### config.mk
export PLATFORM = sky130hd
export DESIGN_NAME = maxpool_window_addr_array
export DESIGN_NICKNAME = d
export VERILOG_FILES = /design/src/rtl/maxpool_pkg.sv /design/src/rtl/maxpool_window_addr_ch.sv /design/src/rtl/maxpool_window_addr_array.sv
export SDC_FILE = /design/constraint.sdc
export NUM_CORES = 1
export LEC_CHECK = 0
export ABC_AREA = 1
export BUFFER_PORTS_ARGS = -buffer_cell sky130_fd_sc_hd__buf_2
export CAP_MARGIN = 15
export CORE_MARGIN = 2
export CORE_UTILIZATION = 61
export DETAILED_ROUTE_END_ITERATION = 8
export PLACE_DENSITY = 0.88
export SYNTH_ARGS = -nofsm -noshare
export SYNTH_HDL_FRONTEND = slang
export SYNTH_SLANG_ARGS = --single-unit
### constraint.sdc
create_clock -name clk -period 11.2 [get_ports clk]
set_input_delay 2.24 -clock clk [delete_from_list [all_inputs] [get_ports clk]]
set_output_delay 2.24 -clock clk [all_outputs]
set_load 0.01 [all_outputs]
### src/rtl/maxpool_pkg.sv
// Shared types and elaboration helpers for the max-pool window address generators.
package maxpool_pkg;

  typedef enum logic [1:0] {
    ST_IDLE = 2'd0,
    ST_RUN  = 2'd1,
    ST_DONE = 2'd2
  } ch_state_e;

  function automatic int clog2(input int v);
    int r;
    r = 0;
    for (int i = 0; i < 31; i++)
      if ((1 << i) < v) r = i + 1;
    return r;
  endfunction

  function automatic int out_size(input int m, input int p, input int s);
    return (m - p) / s + 1;
  endfunction

  // Counter/selector widths never collapse to zero bits for degenerate sizes.
  function automatic int cnt_w(input int n);
    return (clog2(n) < 1) ? 1 : clog2(n);
  endfunction

  function automatic int sel_w(input int p);
    return cnt_w(p * p);
  endfunction

endpackage

### src/rtl/maxpool_window_addr_ch.sv
// One max-pool address channel: IDLE/RUN/DONE FSM, window counters and address adder.
// Optional abort input when MAXPOOL_FILL_ABORT_EN is defined.
module maxpool_window_addr_ch
  import maxpool_pkg::*;
#(
  parameter int MATRIX_SIZE = 16,
  parameter int ADD_SIZE    = 14,
  parameter int POOL_SIZE   = 2,
  parameter int STRIDE      = 2,
  parameter int SEL_W       = sel_w(POOL_SIZE)
) (
  input  logic                clk,
  input  logic                reset,
  input  logic                start,
  input  logic [ADD_SIZE-1:0] base_addr,
  input  logic                ready,
`ifdef MAXPOOL_FILL_ABORT_EN
  input  logic                abort,
`endif
  output logic [ADD_SIZE-1:0] add_out,
  output logic [SEL_W-1:0]    sel,
  output logic                valid,
  output logic                win_last,
  output logic                busy,
  output logic                done
);

  localparam int OUT_SIZE = out_size(MATRIX_SIZE, POOL_SIZE, STRIDE);
  localparam int OW       = cnt_w(OUT_SIZE);
  localparam int KW       = cnt_w(POOL_SIZE);

  ch_state_e           state_q, state_d;
  logic [ADD_SIZE-1:0] base_q, base_d;
  logic [OW-1:0]       out_row_q, out_row_d, out_col_q, out_col_d;
  logic [KW-1:0]       k_row_q, k_row_d, k_col_q, k_col_d;

  logic kc_last, kr_last, oc_last, or_last, final_elem, xfer, abort_req;
  logic [ADD_SIZE-1:0] row_a, col_a, addr;
  logic [SEL_W-1:0]    sel_raw;

`ifdef MAXPOOL_FILL_ABORT_EN
  assign abort_req = abort;
`else
  assign abort_req = 1'b0;
`endif

  assign kc_last    = (k_col_q   == KW'(POOL_SIZE - 1));
  assign kr_last    = (k_row_q   == KW'(POOL_SIZE - 1));
  assign oc_last    = (out_col_q == OW'(OUT_SIZE - 1));
  assign or_last    = (out_row_q == OW'(OUT_SIZE - 1));
  assign final_elem = kc_last && kr_last && oc_last && or_last;
  // Abort wins over a transfer in the same cycle, so it also blocks counting.
  assign xfer       = (state_q == ST_RUN) && ready && !abort_req;

  // Address arithmetic is deliberately modulo 2^ADD_SIZE.
  assign row_a   = ADD_SIZE'(out_row_q) * ADD_SIZE'(STRIDE) + ADD_SIZE'(k_row_q);
  assign col_a   = ADD_SIZE'(out_col_q) * ADD_SIZE'(STRIDE) + ADD_SIZE'(k_col_q);
  assign addr    = base_q + row_a * ADD_SIZE'(MATRIX_SIZE) + col_a;
  assign sel_raw = SEL_W'(k_row_q) * SEL_W'(POOL_SIZE) + SEL_W'(k_col_q);

  always_ff @(posedge clk or posedge reset) begin
    if (reset) begin
      state_q   <= ST_IDLE;
      base_q    <= '0;
      out_row_q <= '0;
      out_col_q <= '0;
      k_row_q   <= '0;
      k_col_q   <= '0;
    end else begin
      state_q   <= state_d;
      base_q    <= base_d;
      out_row_q <= out_row_d;
      out_col_q <= out_col_d;
      k_row_q   <= k_row_d;
      k_col_q   <= k_col_d;
    end
  end

  always_comb begin
    state_d = state_q;
    unique case (state_q)
      ST_IDLE: if (start) state_d = ST_RUN;
      ST_RUN: begin
        if (abort_req)               state_d = ST_IDLE;
        else if (xfer && final_elem) state_d = ST_DONE;
      end
      ST_DONE: state_d = ST_IDLE;
      default: state_d = ST_IDLE;
    endcase
  end

  // k_col runs fastest, then k_row, out_col, out_row.
  always_comb begin
    base_d    = base_q;
    out_row_d = out_row_q;
    out_col_d = out_col_q;
    k_row_d   = k_row_q;
    k_col_d   = k_col_q;
    if (state_q == ST_IDLE && start) begin
      base_d    = base_addr;
      out_row_d = '0;
      out_col_d = '0;
      k_row_d   = '0;
      k_col_d   = '0;
    end else if (xfer) begin
      if (!kc_last) k_col_d = k_col_q + 1'b1;
      else begin
        k_col_d = '0;
        if (!kr_last) k_row_d = k_row_q + 1'b1;
        else begin
          k_row_d = '0;
          if (!oc_last) out_col_d = out_col_q + 1'b1;
          else begin
            out_col_d = '0;
            out_row_d = or_last ? '0 : out_row_q + 1'b1;
          end
        end
      end
    end
  end

  always_comb begin
    valid    = (state_q == ST_RUN);
    busy     = (state_q != ST_IDLE);
    done     = (state_q == ST_DONE);
    win_last = valid && kr_last && kc_last;
    add_out  = valid ? addr : '0;
    sel      = valid ? sel_raw : '0;
  end

endmodule

### src/rtl/maxpool_window_addr_array.sv
// Array of independent max-pool window address channels over packed per-channel buses.
// Define MAXPOOL_FILL_ABORT_EN to add a per-channel abort input.
module maxpool_window_addr_array
  import maxpool_pkg::*;
#(
  parameter int MATRIX_SIZE = 16,
  parameter int ADD_SIZE    = 14,
  parameter int ARRAY_SIZE  = 9,
  parameter int POOL_SIZE   = 2,
  parameter int STRIDE      = 2,
  localparam int SEL_W      = sel_w(POOL_SIZE)
) (
  input  logic                           clk,
  input  logic                           reset,
  input  logic [ARRAY_SIZE-1:0]          start,
  input  logic [ARRAY_SIZE*ADD_SIZE-1:0] base_addr,
  input  logic [ARRAY_SIZE-1:0]          ready,
`ifdef MAXPOOL_FILL_ABORT_EN
  input  logic [ARRAY_SIZE-1:0]          abort,
`endif
  output logic [ARRAY_SIZE*ADD_SIZE-1:0] add_out,
  output logic [ARRAY_SIZE*SEL_W-1:0]    sel,
  output logic [ARRAY_SIZE-1:0]          valid,
  output logic [ARRAY_SIZE-1:0]          win_last,
  output logic [ARRAY_SIZE-1:0]          busy,
  output logic [ARRAY_SIZE-1:0]          done
);

  if (POOL_SIZE < 1 || STRIDE < 1 || POOL_SIZE > MATRIX_SIZE) begin : g_bad_size
    $error("maxpool_window_addr_array: invalid POOL_SIZE/STRIDE");
  end
  if ((MATRIX_SIZE - POOL_SIZE) % STRIDE != 0) begin : g_bad_stride
    $error("maxpool_window_addr_array: (MATRIX_SIZE-POOL_SIZE) not divisible by STRIDE");
  end

  for (genvar i = 0; i < ARRAY_SIZE; i++) begin : g_ch
    maxpool_window_addr_ch #(
      .MATRIX_SIZE(MATRIX_SIZE),
      .ADD_SIZE   (ADD_SIZE),
      .POOL_SIZE  (POOL_SIZE),
      .STRIDE     (STRIDE),
      .SEL_W      (SEL_W)
    ) u_ch (
      .clk      (clk),
      .reset    (reset),
      .start    (start[i]),
      .base_addr(base_addr[i*ADD_SIZE +: ADD_SIZE]),
      .ready    (ready[i]),
`ifdef MAXPOOL_FILL_ABORT_EN
      .abort    (abort[i]),
`endif
      .add_out  (add_out[i*ADD_SIZE +: ADD_SIZE]),
      .sel      (sel[i*SEL_W +: SEL_W]),
      .valid    (valid[i]),
      .win_last (win_last[i]),
      .busy     (busy[i]),
      .done     (done[i])
    );
  end

endmodule

; ---- After elaboration in Yosys (flattened, before gate mapping)
; Index checks and enable logic that the tools add are counted.
[word_totals]
ff_bits = 216
input_bits = 146
wordCells = 558
[op_classes]
add_sub_neg = 81
n_eq_ne = 54
muxes = 207
reduce_logical = 162
[ops]
columns = cell, count
row1 = 3-bit 2-to-1 mux, 99
row2 = 14-bit adder, 18
row3 = 14-bit 2-to-1 mux, 9
row4 = 4-bit by 1-bit adder with 5-bit output, 18
row5 = 2-bit nonzero test, 45
row6 = 1-bit logical AND, 72
row7 = 1-bit 2-to-1 mux, 63
row8 = "3-bit by 1-bit adder with 3-bit output, second input constant", 18
row9 = "3-bit == test, second input constant", 18
row10 = 2-bit 2-to-1 mux, 27
row11 = "2-bit != test, second input constant", 18
row12 = 2-bit one-hot mux with 2 select lines, 9
row13 = 2-bit AND reduction, 18
row14 = 4-bit AND reduction, 9
row15 = 3-bit AND reduction, 9
row16 = "1-bit adder, second input constant", 18
row17 = 2-bit by 1-bit adder with 2-bit output, 9
row18 = "2-bit by 1-bit == test with 1-bit output, second input constant", 9
row19 = "2-bit == test, second input constant", 9
row20 = 2-bit zero test, 9

; ---- Logic depth before layout (Yosys ltp)
; Gate-level depths: netlist (run 1).
[logic_depth]
word_depth = 7
ltp_mapped = 11
ltp_nobuf = 11

; ---- Cells and area by module
; Synthesis (run 1) repeated with hierarchy kept, for this count alone.
[unflattened]
hier_cells = 2282
hier_area_um2 = 15775.1
[by_module_without_submodules]
columns = mod, n_inst, cells_each, area_each_um2, seq_area_each_um2
row1 = maxpool_window_addr_ch at g_ch[1].u_ch ..., 6, 252, 1750.4, 600.6
row2 = maxpool_window_addr_ch at g_ch[6].u_ch ..., 2, 252, 1736.7, 600.6
row3 = maxpool_window_addr_ch at g_ch[0].u_ch, 1, 266, 1799.2, 600.6

; ---- Least setup slack after synthesis (run 1)
; OpenSTA, ideal clock, no wires.
[synth_timing]
path_type = register to output
from = register g_ch[0].u_ch.k_col_q
to = output port add_out[10]
arrival_time_ps = 1666
path_slack_ps = 7294
stages_incl_launch_ff = 11
n_path_buf = 0
cell_sequence = dfrtp_1 -> ha_1 -> inv_1 -> fa_1 -> inv_1 -> nand3_1 -> nand2_1 -> nand2_1 -> nand2_1 -> a21oi_1 -> nor2_1
[synth_via]
elab_chain_cells = 3
[synth_rtl]
columns = item, line
row1 = start: declaration, maxpool_window_addr_ch.sv:35  ; logic [KW-1:0] k_row_q, k_row_d, k_col_q, k_col_d;
row2 = start signal: assignment, maxpool_window_addr_ch.sv:75  ; k_col_q <= k_col_d;
row3 = 4-bit by 1-bit adder with 5-bit output, maxpool_window_addr_ch.sv:57  ; assign col_a = ADD_SIZE'(out_col_q) * ADD_SIZE'(STRIDE) + ADD_SIZE'(k_col_q);
row4 = 14-bit adder, maxpool_window_addr_ch.sv:58  ; assign addr = base_q + row_a * ADD_SIZE'(MATRIX_SIZE) + col_a;
row5 = 14-bit 2-to-1 mux, maxpool_window_addr_ch.sv:127  ; add_out = valid ? addr : '0;
row6 = end: declaration, maxpool_window_addr_array.sv:21  ; output logic [ARRAY_SIZE*ADD_SIZE-1:0] add_out,
; No other way between the ends.

; ---- Final worst setup path (run 1)
[layout_timing]
from = register g_ch[6].u_ch.k_col_q
to = output port add_out[92]
[layout_via]
elab_chain_cells = 3
[layout_rtl]
columns = item, line
row1 = start: declaration, maxpool_window_addr_ch.sv:35
row2 = start signal: assignment, maxpool_window_addr_ch.sv:75
row3 = 4-bit by 1-bit adder with 5-bit output, maxpool_window_addr_ch.sv:57
row4 = 14-bit adder, maxpool_window_addr_ch.sv:58
row5 = 14-bit 2-to-1 mux, maxpool_window_addr_ch.sv:127
; No other way between the ends.

==> results of run 1 <==
==> path summary, 6_finish.rpt <==
kind                                                    endpoint  cells past startpoint
setup / recovery                                     add_out[92]                     11
hold reg to reg               g_ch[6].u_ch.base_q[7]$_DFFE_PP0P_                      2
hold / removal                g_ch[6].u_ch.base_q[7]$_DFFE_PP0P_                      2
max in group asynchronous  g_ch[0].u_ch.out_row_q[2]$_DFFE_PP0P_                      4
min in group asynchronous    g_ch[5].u_ch.state_q[0]$_DFFE_PP0P_                      2
setup reg to reg           g_ch[2].u_ch.out_row_q[0]$_DFFE_PP0P_                      8
==> cell usage after synthesis <==
| cell type | number | area (sq um) |
|---|---|---|
| a21o_1 | 9 | 67.6 |
| a21oi_1 | 102 | 510 |
| and2_1 | 2 | 12.5 |
| and3_1 | 2 | 12.5 |
| buf_1 | 2 | 7.51 |
| buf_2 | 32 | 160 |
| buf_4 | 36 | 270 |
| clkbuf_1 | 5 | 18.8 |
| dfrtp_1 | 216 | 5410 |
| fa_1 | 9 | 180 |
| ha_1 | 108 | 1350 |
| inv_1 | 334 | 1250 |
| inv_2 | 7 | 26.3 |
| nand2_1 | 828 | 3110 |
| nand2_2 | 22 | 138 |
| nand2_4 | 2 | 22.5 |
| nand3_1 | 136 | 681 |
| nand3_2 | 4 | 40.0 |
| nand4_1 | 16 | 100 |
| nor2_1 | 259 | 972 |
| nor2_2 | 6 | 37.5 |
| nor2_4 | 10 | 113 |
| nor3_1 | 13 | 65.1 |
| nor3_4 | 1 | 16.3 |
| o21ai_0 | 120 | 601 |
| o21ai_1 | 17 | 85.1 |
| o21ai_2 | 3 | 26.3 |
| o21ai_4 | 2 | 32.5 |
| or2_1 | 2 | 12.5 |
| or2_4 | 1 | 8.76 |
| xnor2_1 | 6 | 52.6 |
| xor2_1 | 9 | 78.8 |
==> layout by cell type, fill, tap and decap left out, types with 4 or more instances in the layout <==
cell type  synthesis  final
xnor2_1            6      6
nand2_1          828    828
a21o_1             9      9
nand2_2           22     22
buf_2             32    325
inv_2              7      7
inv_1            334    333
clkbuf_16          0     25
o21ai_1           17     17
ha_1             108    108
xor2_1             9      9
nor2_2             6      6
nand4_1           16     16
nor3_1            13     13
nor2_1           259    259
o21ai_0          120    120
fa_1               9      9
clkinv_2           0      6
a21oi_1          102    102
nand3_1          136    136
dfrtp_1          216    216
nor2_4            10     10
clkbuf_8           0      5
nand3_2            4      4
==> per-layer routing <==
layer / wire length [um] / vias to the layer above / track usage [%]
met3: 2480 / 107 / 3.83
met5: 12 / - / 0
li1: - / 7740 / -
met1: 17000 / 7054 / 38.4
met4: 1300 / 2 / 10.8
met2: 19100 / 546 / 51.9
==> cell families (layout without fill, tap and decap cells) <==
group | after synthesis | count (layout) | synth area share, %
and+or+nand+nor | 1304 | 1304 | 34.5
adders and majority gates | 117 | 117 | 9.90
DFF | 216 | 216 | 34.9
other | 0 | 1 | 0
AOI/OAI and AO/OA | 253 | 253 | 8.55
buffers and inverters | 416 | 711 | 11.2
xor gates and xnor gates | 15 | 15 | 0.849
==> layout make-up <==
cell class                      instances  area [sq um]  area share, %
Antenna cell                            1          2.50         0.0140
Clock buffer                           32           702           3.92
Clock inverter                         11           114          0.636
Inverter                              341          1290           7.19
Multi-Input combinational cell       1689          8320           46.5
Sequential cell                       216          5410           30.2
Tap cell                              330           413           2.31
Timing Repair Buffer                  327          1660           9.28
==> worst register-to-register path: stages, from the launching register on <==
cell,delay [ns]
dfrtp_1,0.40
nor2_1,0.29
nand2_2,0.32
inv_1,0.57
nor2_1,0.15
inv_1,0.10
nand2_2,0.10
nand2_1,0.07
o21ai_1,0.06
==> per-stage QoR <==
step	setup WS (ns)	instance area [sq um]	power, W
6_report	6.40	17900	0.00346
5_1_grt	6.25	17900	0.00374
3_3_place_gp	6.98	17100	0.00257
4_1_cts	6.41	17900	0.00347
3_5_place_dp	6.92	17100	0.00263
2_1_floorplan	3.05	15500	0.00212
==> where the power goes <==
group	internal, W	switching [W]
registers	0.000932	0.000150
logic	0.000593	0.000976
clock network	0.000486	0.000327
total	0.00201	0.00145
==> registers in the layout (all words and copies together), names as in the netlist <==
name,flops
g_ch.u_ch.k_col_q,9
g_ch.u_ch.out_row_q,27
g_ch.u_ch.state_q,18
g_ch.u_ch.out_col_q,27
g_ch.u_ch.base_q,126
g_ch.u_ch.k_row_q,9
==> results.sh, run 1 <==
export IMPL_outcome="finished clean"
export IMPL_powerDensity_nw_per_um2=193
export IMPL_r2r_start="g_ch[2].u_ch.state_q[1]$_DFFE_PP0P_"
export IMPL_syn_area_per_cell_sq_um=6.66
export IMPL_post_drt_wl_per_cell_um=13.6
export IMPL_slowest_delay_ns=0.39
export IMPL_synth_cell_types=32
export IMPL_cap_viol_max_count=0
export IMPL_dieHeight_um=163
export IMPL_grt_ovfl_total=0
export IMPL_drt_total_wl_um=40000
export IMPL_critPathMaxFanout=5
export IMPL_initial_utilization_pct=61.8
export IMPL_drive_gt1_share_pct=16.3
export IMPL_maxSlewViolCount=0
export IMPL_dieArea_sq_um=26600
export IMPL_cts_resized=0
export IMPL_min_from="g_ch[6].u_ch.base_q[7]$_DFFE_PP0P_"
export IMPL_drc=0
export IMPL_path_buf_inv=3
export IMPL_rrSetupSlack_ns=9.03
export IMPL_finish_utilization_pct=71.5
export IMPL_period_minus_slack_ns=4.80
export IMPL_cp_arrival_ns=2.56
export IMPL_synth_seq_cells=216
export IMPL_cts_setup_buffers=0
export IMPL_synthesis_nets=2584
export IMPL_clockBufferDepth=3
export IMPL_crit_type="flip-flop to output pin"
export IMPL_final_cells=2947
export IMPL_syn_area_sq_um=15500
export IMPL_grt_first_pass_wirelength_um=66600
export IMPL_area_growth_pct=15.8
export IMPL_grt_pass1_vias=14800
export IMPL_nFillCells=2066
export IMPL_numCtsBuffers=25
export IMPL_slew_headroom_pct=34.5
export IMPL_dr_first_iter_drc_count=1066
export IMPL_clk_latency_ns=0.51
export IMPL_port_buffers=325
export IMPL_clock_fmax_mhz=208
export IMPL_rows=58
export IMPL_dieWidth_um=163
export IMPL_vias=15400
export IMPL_clock_skew_ns=0.0106
export IMPL_htree_levels=1
export IMPL_whs_ns=0.475
export IMPL_grt_max_degree=132
export IMPL_gp_congestion=0.937
export IMPL_cp_required_ns=8.96
export IMPL_yosysSeqAreaShare_pct=34.9
export IMPL_dp_cells=2902
export IMPL_slowest_stage="dfrtp_1"
export IMPL_crit_start="g_ch[6].u_ch.k_col_q$_DFFE_PP0P_"
export IMPL_drt_pass1_iterations=5
export IMPL_hp_class="flip-flop to flip-flop"
export IMPL_setup_violations=0
export IMPL_vias_per_cell=5.24
export IMPL_critical_path_endpoint_type="output pin"
export IMPL_antenna_found_initial=2
export IMPL_cts_sinks=216
export IMPL_fin_crit_sh_pct=42.9
export IMPL_p_leak_nw=10.9
export IMPL_worstMarginPinSlew_ns=0.983
export IMPL_cts_reportedPaths_clkPinSlew_ns=0.06
export IMPL_worst_setup_path_start_kind="flip-flop"
export IMPL_yosys_warnings=0
export IMPL_syn_inst=2321
export IMPL_nNetsFinal=2863
export IMPL_finalHoldViolCount=0
export IMPL_ios=326
export IMPL_tns_ns=0
export IMPL_crit_path_frequent_cell="nand2_1"
export IMPL_cts_tree="yes"
export IMPL_ant_nets=0
export IMPL_ctsHoldBuffers=0
export IMPL_rsz0062_at_grt="no"
export IMPL_root_buffer="clkbuf_16"
export IMPL_dp_hpwl_um=30300
export IMPL_cpLargestDelayFamily="adder cells"
export IMPL_path_cells="ha_1 -> inv_1 -> fa_1 -> inv_1 -> nand3_1 -> nand2_1 -> nand2_1 -> nand2_1 -> xor2_1 -> nor2_1 -> buf_2"
export IMPL_vdd_drop_max_uv=174
export IMPL_grt_usage_pct=29.9
export IMPL_coreArea_sq_um=25000
Note: power is estimated with default switching activity, not from simulation.
==> run 2, diff against run 1 <==
- CORE_UTILIZATION: 61 -> 51
- PLACE_DENSITY: 0.88 -> 0.78
- clock period: 11.2 -> 4.18 ns (I/O delays scaled with it)
==> run 2 against run 1 <==
Net effect:
- critical path depth is the same
- global-route usage decreased by 4.6 points
- sequential power rose to 2.7 times the previous value
- register-to-register slack worse by 6.9 ns
- first-iteration DRC count fell by 20%
- die area is 19% higher
- wire length rose by 0.90%
- clock-buffer cell count grew 8
- utilization down 11 points
- sequential cell count unchanged
==> results.sh, run 2 (synthesis gave the netlist of run 1 again) <==
export IMPL_post_drt_wl_per_cell_um=13.4
export IMPL_clk_latency_ns=0.53
export IMPL_top_register="g_ch.u_ch.base_q"
export IMPL_combPwrFrac_pct=43.4
export IMPL_cts_resized=0
export IMPL_rsz0062_at_grt="no"
export IMPL_grtUsageMet1_pct=32.6
export IMPL_busiest_layer="met2"
export IMPL_dr_first_iter_drc_count=848
export IMPL_gp_congestion=0.920
export IMPL_area_growth_pct=17.3
export IMPL_critical_path_endpoint_type="output pin"
export IMPL_place_area_sq_um=17200
export IMPL_drt_total_wl_um=40300
export IMPL_drt_pass1_iterations=5
export IMPL_drive_gt1_share_pct=16.3
export IMPL_pwr_share_clk_pct=26.3
export IMPL_final_cells=3018
export IMPL_period_minus_slack_ns=3.26
export IMPL_met2_usage_pct=42.5
export IMPL_cts_setup_buffers=0
export IMPL_rrSetupSlack_ns=2.17
export IMPL_coreArea_sq_um=29700
export IMPL_dp_cells=2963
export IMPL_path_buf_inv=3
export IMPL_slew_headroom_pct=53.9
export IMPL_cap_viol_max_count=0
export IMPL_final_common_cell="nand2_1"
export IMPL_hp_class="input port to asynchronous set/reset pin"
export IMPL_dieArea_sq_um=31700
export IMPL_vias=15200
export IMPL_ant_nets=0
export IMPL_fin_area_sq_um=18100
export IMPL_finalHoldViolCount=0
export IMPL_path_cells="ha_1 -> inv_1 -> fa_1 -> inv_1 -> nand3_1 -> nand2_1 -> nand2_1 -> nand2_1 -> xor2_1 -> nor2_1 -> buf_2"
export IMPL_vdd_drop_max_uv=462
export IMPL_dieWidth_um=178
export IMPL_maxSlewViolCount=0
export IMPL_clock_fmax_mhz=307
export IMPL_worstMarginPinSlew_ns=0.690
export IMPL_cp_required_ns=3.34
export IMPL_use_met3_pct=5.65
export IMPL_cts_tree="yes"
export IMPL_crit_path_frequent_cell="nand2_1"
export IMPL_port_buffers=325
export IMPL_grt_first_pass_wirelength_um=66400
export IMPL_outcome="finished clean"
export IMPL_htree_levels=1
export IMPL_cts_reportedPaths_clkPinSlew_ns=0.06
export IMPL_tns_ns=0
export IMPL_setup_violations=0
export IMPL_final_cell_mix="nand2_1 (828), inv_1 (333), buf_2 (325)"
export IMPL_worst_setup_path_start_kind="flip-flop"
export IMPL_ios=326
export IMPL_slowest_delay_ns=0.41
export IMPL_clockBufferDepth=3
export IMPL_grt_max_degree=101
export IMPL_initial_utilization_pct=52.0
export IMPL_numCtsBuffers=27
export IMPL_critPathMaxFanout=5
export IMPL_p_int_w=0.00568
export IMPL_root_buffer="clkbuf_16"
export IMPL_dp_hpwl_um=30800
export IMPL_p_leak_nw=11.0
export IMPL_ctsHoldBuffers=0
export IMPL_drc=0
export IMPL_crit_type="flip-flop to output pin"
export IMPL_antenna_found_initial=11
export IMPL_dieHeight_um=178
export IMPL_swShare_pct=40.4
export IMPL_cts_sinks=216
export IMPL_largestRegisters="g_ch.u_ch.base_q (126), g_ch.u_ch.out_col_q (27), g_ch.u_ch.out_row_q (27)"
export IMPL_powerDensity_nw_per_um2=526
export IMPL_nNetsFinal=2865
export IMPL_power_share_sequential_pct=30.3
export IMPL_grt_ovfl_total=0
export IMPL_largest_reg_flops=126
export IMPL_grt_pass1_vias=14300
export IMPL_p_sw_w=0.00386
export IMPL_clock_skew_ns=0.00659
export IMPL_cpLargestDelayFamily="adder cells"
export IMPL_slowest_stage="fa_1"
export IMPL_fin_crit_sh_pct=77.9
export IMPL_cp_arrival_ns=2.42
export IMPL_rows=63
export IMPL_grt_usage_pct=25.3
export IMPL_nFillCells=2765
export IMPL_vias_per_cell=5.04
## run 2: final timing paths
check,from,endpoint,cells past startpoint
min reg2reg,g_ch[3].u_ch.base_q[6]$_DFFE_PP0P_,g_ch[3].u_ch.base_q[6]$_DFFE_PP0P_,2
min,reset,g_ch[6].u_ch.base_q[13]$_DFFE_PP0P_,2
max in group asynchronous,reset,g_ch[0].u_ch.base_q[2]$_DFFE_PP0P_,3
min in group clk,g_ch[3].u_ch.base_q[6]$_DFFE_PP0P_,g_ch[3].u_ch.base_q[6]$_DFFE_PP0P_,2
max,g_ch[0].u_ch.k_col_q$_DFFE_PP0P_,add_out[8],11
max reg2reg,g_ch[2].u_ch.state_q[0]$_DFFE_PP0P_,g_ch[2].u_ch.out_row_q[0]$_DFFE_PP0P_,8
## run 2: layer usage
metal / vias up / routed length, um
met4: 8 / 1190
met2: 481 / 18500
met1: 6865 / 17400
li1: 7766 / -
met3: 86 / 3150
met5: - / 57
## run 2: stage by stage
stage / total power, W / setup slack (ns) / util [%] / hold slack (ns)
after floorplan: 0.00569 / 0.532 / - / 0.446
after global placement: 0.00689 / 1.54 / 57.8 / 0.459
after detailed placement: 0.00703 / 1.49 / 57.8 / 0.463
after CTS: 0.00960 / 0.890 / 61.0 / 0.325
after global routing: 0.0103 / 0.680 / 61.0 / 0.355
final: 0.00954 / 0.925 / 61.0 / 0.334
## run 2: worst register-to-register path, cell delays in order (launching register included)
cell	delay [ns]
dfrtp_1	0.39
nor2_1	0.17
nand2_2	0.26
inv_1	0.59
nor2_1	0.16
inv_1	0.10
nand2_2	0.10
nand2_1	0.07
o21ai_1	0.06
## run 2: power by group through the flow
stage / sequential [W] / combinational [W] / clock, W
2_1_floorplan: 0.00279 / 0.00290 / 0
3_3_place_gp: 0.00290 / 0.00399 / 0
3_5_place_dp: 0.00292 / 0.00411 / 0
4_1_cts: 0.00289 / 0.00415 / 0.00256
5_1_grt: 0.00295 / 0.00476 / 0.00263
6_report: 0.00289 / 0.00414 / 0.00251
## run 2: cell type report
| type | instances | area, sq um | share of cell area (%) |
|---|---|---|---|
| Sequential cell | 216 | 5410 | 29.8 |
| Antenna cell | 7 | 17.5 | 0.0966 |
| Multi-Input combinational cell | 1689 | 8320 | 45.9 |
| Inverter | 341 | 1280 | 7.08 |
| Tap cell | 390 | 488 | 2.69 |
| Clock inverter | 8 | 165 | 0.911 |
| Timing Repair Buffer | 327 | 1670 | 9.19 |
| Clock buffer | 40 | 785 | 4.33 |
==> run 3, diff against run 2 <==
- CORE_UTILIZATION: 51 -> 56
- PLACE_DENSITY: 0.78 -> 0.82
- clock period: 4.18 -> 3.3 ns (I/O delays scaled with it)
==> run 3 against run 2 <==
Net effect:
- via count is 1.3% higher
- sequential share of layout area hardly changed
- clock skew is 0.0056 ns higher
- non-clock buffer count is 5 higher
- combinational power is 29% higher
- wire length is 2.0% higher
- cell count is 1.6% lower
- largest cell class unchanged
==> results.sh, run 3 (synthesis gave the netlist of run 1 again) <==
export IMPL_coreArea_sq_um=27000
export IMPL_fin_area_sq_um=18100
export IMPL_drt_total_wl_um=41100
export IMPL_post_drt_wl_per_cell_um=13.8
export IMPL_fin_crit_sh_pct=99.0
export IMPL_tns_ns=0
export IMPL_final_cell_mix="nand2_1 (826), inv_1 (333), buf_2 (325)"
export IMPL_worstMarginPinSlew_ns=0.865
export IMPL_cts_reportedPaths_clkPinSlew_ns=0.06
export IMPL_powerDensity_nw_per_um2=676
export IMPL_gp_congestion=0.961
export IMPL_nNetsFinal=2869
export IMPL_finalPower_w=0.0123
export IMPL_grt_pass1_vias=14500
export IMPL_htree_levels=1
export IMPL_dp_hpwl_um=31200
export IMPL_vias=15400
export IMPL_cts_sinks=216
export IMPL_dr_first_iter_drc_count=931
export IMPL_clockBufferDepth=3
export IMPL_dieArea_sq_um=29000
export IMPL_grt_ovfl_total=0
export IMPL_ant_nets=0
export IMPL_top_register="g_ch.u_ch.base_q"
export IMPL_vias_per_cell=5.19
export IMPL_nFillCells=2398
export IMPL_clock_skew_ns=0.0121
export IMPL_largestRegisters="g_ch.u_ch.base_q (126), g_ch.u_ch.out_col_q (27), g_ch.u_ch.out_row_q (27)"
export IMPL_cts_tree="yes"
export IMPL_grt_max_degree=85
export IMPL_drive_gt1_share_pct=16.7
export IMPL_dieWidth_um=170
export IMPL_period_minus_slack_ns=3.27
export IMPL_finish_utilization_pct=67.1
export IMPL_multi_input_area_sq_um=8330
export IMPL_clock_fmax_mhz=306
export IMPL_drt_pass1_iterations=6
export IMPL_final_common_cell="nand2_1"
export IMPL_ios=326
export IMPL_root_buffer="clkbuf_16"
export IMPL_slew_headroom_pct=42.2
export IMPL_setup_violations=0
export IMPL_fin_ws_ns=0.0339
export IMPL_hp_class="input port to asynchronous set/reset pin"
export IMPL_drc=0
export IMPL_cp_required_ns=2.64
export IMPL_cap_viol_max_count=0
export IMPL_p_leak_nw=11.0
export IMPL_numCtsBuffers=26
export IMPL_port_buffers=325
export IMPL_r2r_start="g_ch[8].u_ch.state_q[1]$_DFFE_PP0P_"
export IMPL_ctsHoldBuffers=0
export IMPL_area_growth_pct=17.3
export IMPL_rows=60
export IMPL_worst_setup_path_start_kind="flip-flop"
export IMPL_grt_usage_pct=27.8
export IMPL_antenna_found_initial=11
export IMPL_pre_cts_slack_ns=0.692
export IMPL_maxSlewViolCount=0
export IMPL_outcome="finished clean"
export IMPL_largest_reg_flops=126
export IMPL_clk_latency_ns=0.53
export IMPL_rrSetupSlack_ns=1.30
export IMPL_critical_path_endpoint_type="output pin"
export IMPL_seq_area_sq_um=5410
export IMPL_dieHeight_um=170
export IMPL_critPathMaxFanout=5
export IMPL_grt_first_pass_wirelength_um=66600
export IMPL_place_area_sq_um=17100
export IMPL_vdd_drop_max_uv=597
export IMPL_initial_utilization_pct=57.2
export IMPL_crit_start="g_ch[6].u_ch.k_col_q$_DFFE_PP0P_"
export IMPL_finalHoldViolCount=0
export IMPL_cp_arrival_ns=2.61
export IMPL_crit_type="flip-flop to output pin"
run 3: changes by cell type in the layout (fill, tap and decap cells not counted):
cell        previous run  this run
clkbuf_1               7         2
buf_12                 2         3
buf_4                  0         4
nand2_2               22        24
clkinvlp_4             1         3
clkinv_2               3         5
nand2_1              828       826
bufinv_16              5         6
diode_2                7         4
clkbuf_8               6         5
run 3: cell type report:
class / instances / area share (%)
inverters: 341 / 7.08
flip-flops and latches: 216 / 29.8
clock inverters: 13 / 1.21
well taps: 341 / 2.35
multi-input cells: 1689 / 45.9
diodes: 4 / 0.0552
repair buffers: 332 / 9.46
clock buffers: 34 / 4.14
run 3: critical path, stage by stage, from the launching register on:
cell and delay [ns]:
dfrtp_1 0.37, ha_1 0.21, inv_1 0.07, fa_1 0.35, inv_1 0.09, nand3_1 0.07, nand2_1 0.16, nand2_1 0.08
nand2_1 0.16, a21oi_1 0.10, nor2_1 0.24, buf_2 0.19
run 3: repair_timing:
| item | in CTS | in global routing |
|---|---|---|
| setup endpoints to repair | 0 | 3 |
| hold endpoints to repair | 0 | 0 |
| buffers inserted | 0 | 1 |
| resized for setup | 0 | 2 |
run 3: worst paths after layout:
kind                       cells after the start                                     to
max in group asynchronous                      3     g_ch[4].u_ch.base_q[6]$_DFFE_PP0P_
hold / removal                                 2     g_ch[0].u_ch.base_q[1]$_DFFE_PP0P_
hold reg to reg                                2     g_ch[6].u_ch.base_q[7]$_DFFE_PP0P_
min in group clk                               3     g_ch[4].u_ch.base_q[0]$_DFFE_PP0P_
setup / recovery                              11                            add_out[94]
setup reg to reg                               6  g_ch[8].u_ch.out_row_q[2]$_DFFE_PP0P_
run 3: power by group:
group          internal [W]  total, W  switching [W]  leakage [nW]
Combinational       0.00203   0.00536        0.00333          7.91
Sequential          0.00316   0.00366       0.000502          2.63
Clock               0.00206   0.00324        0.00118         0.476
Total               0.00726    0.0123        0.00501          11.0
run 3: layer usage:
layer  vias up  GRT usage, %  part of all wire, %
met4        14          9.03                  2.9
met5         -             0                 0.23
met3       101          5.00                  7.1
li1       7774             -                    -
met2       501          47.5                   47
met1      7020          35.7                   43
run 3: metrics by stage:
step           hold WS (ns)  cells
2_1_floorplan         0.446   2321
3_3_place_gp          0.459   2918
3_5_place_dp          0.467   2918
4_1_cts               0.303   2965
5_1_grt               0.304   2969
6_report              0.305   2970
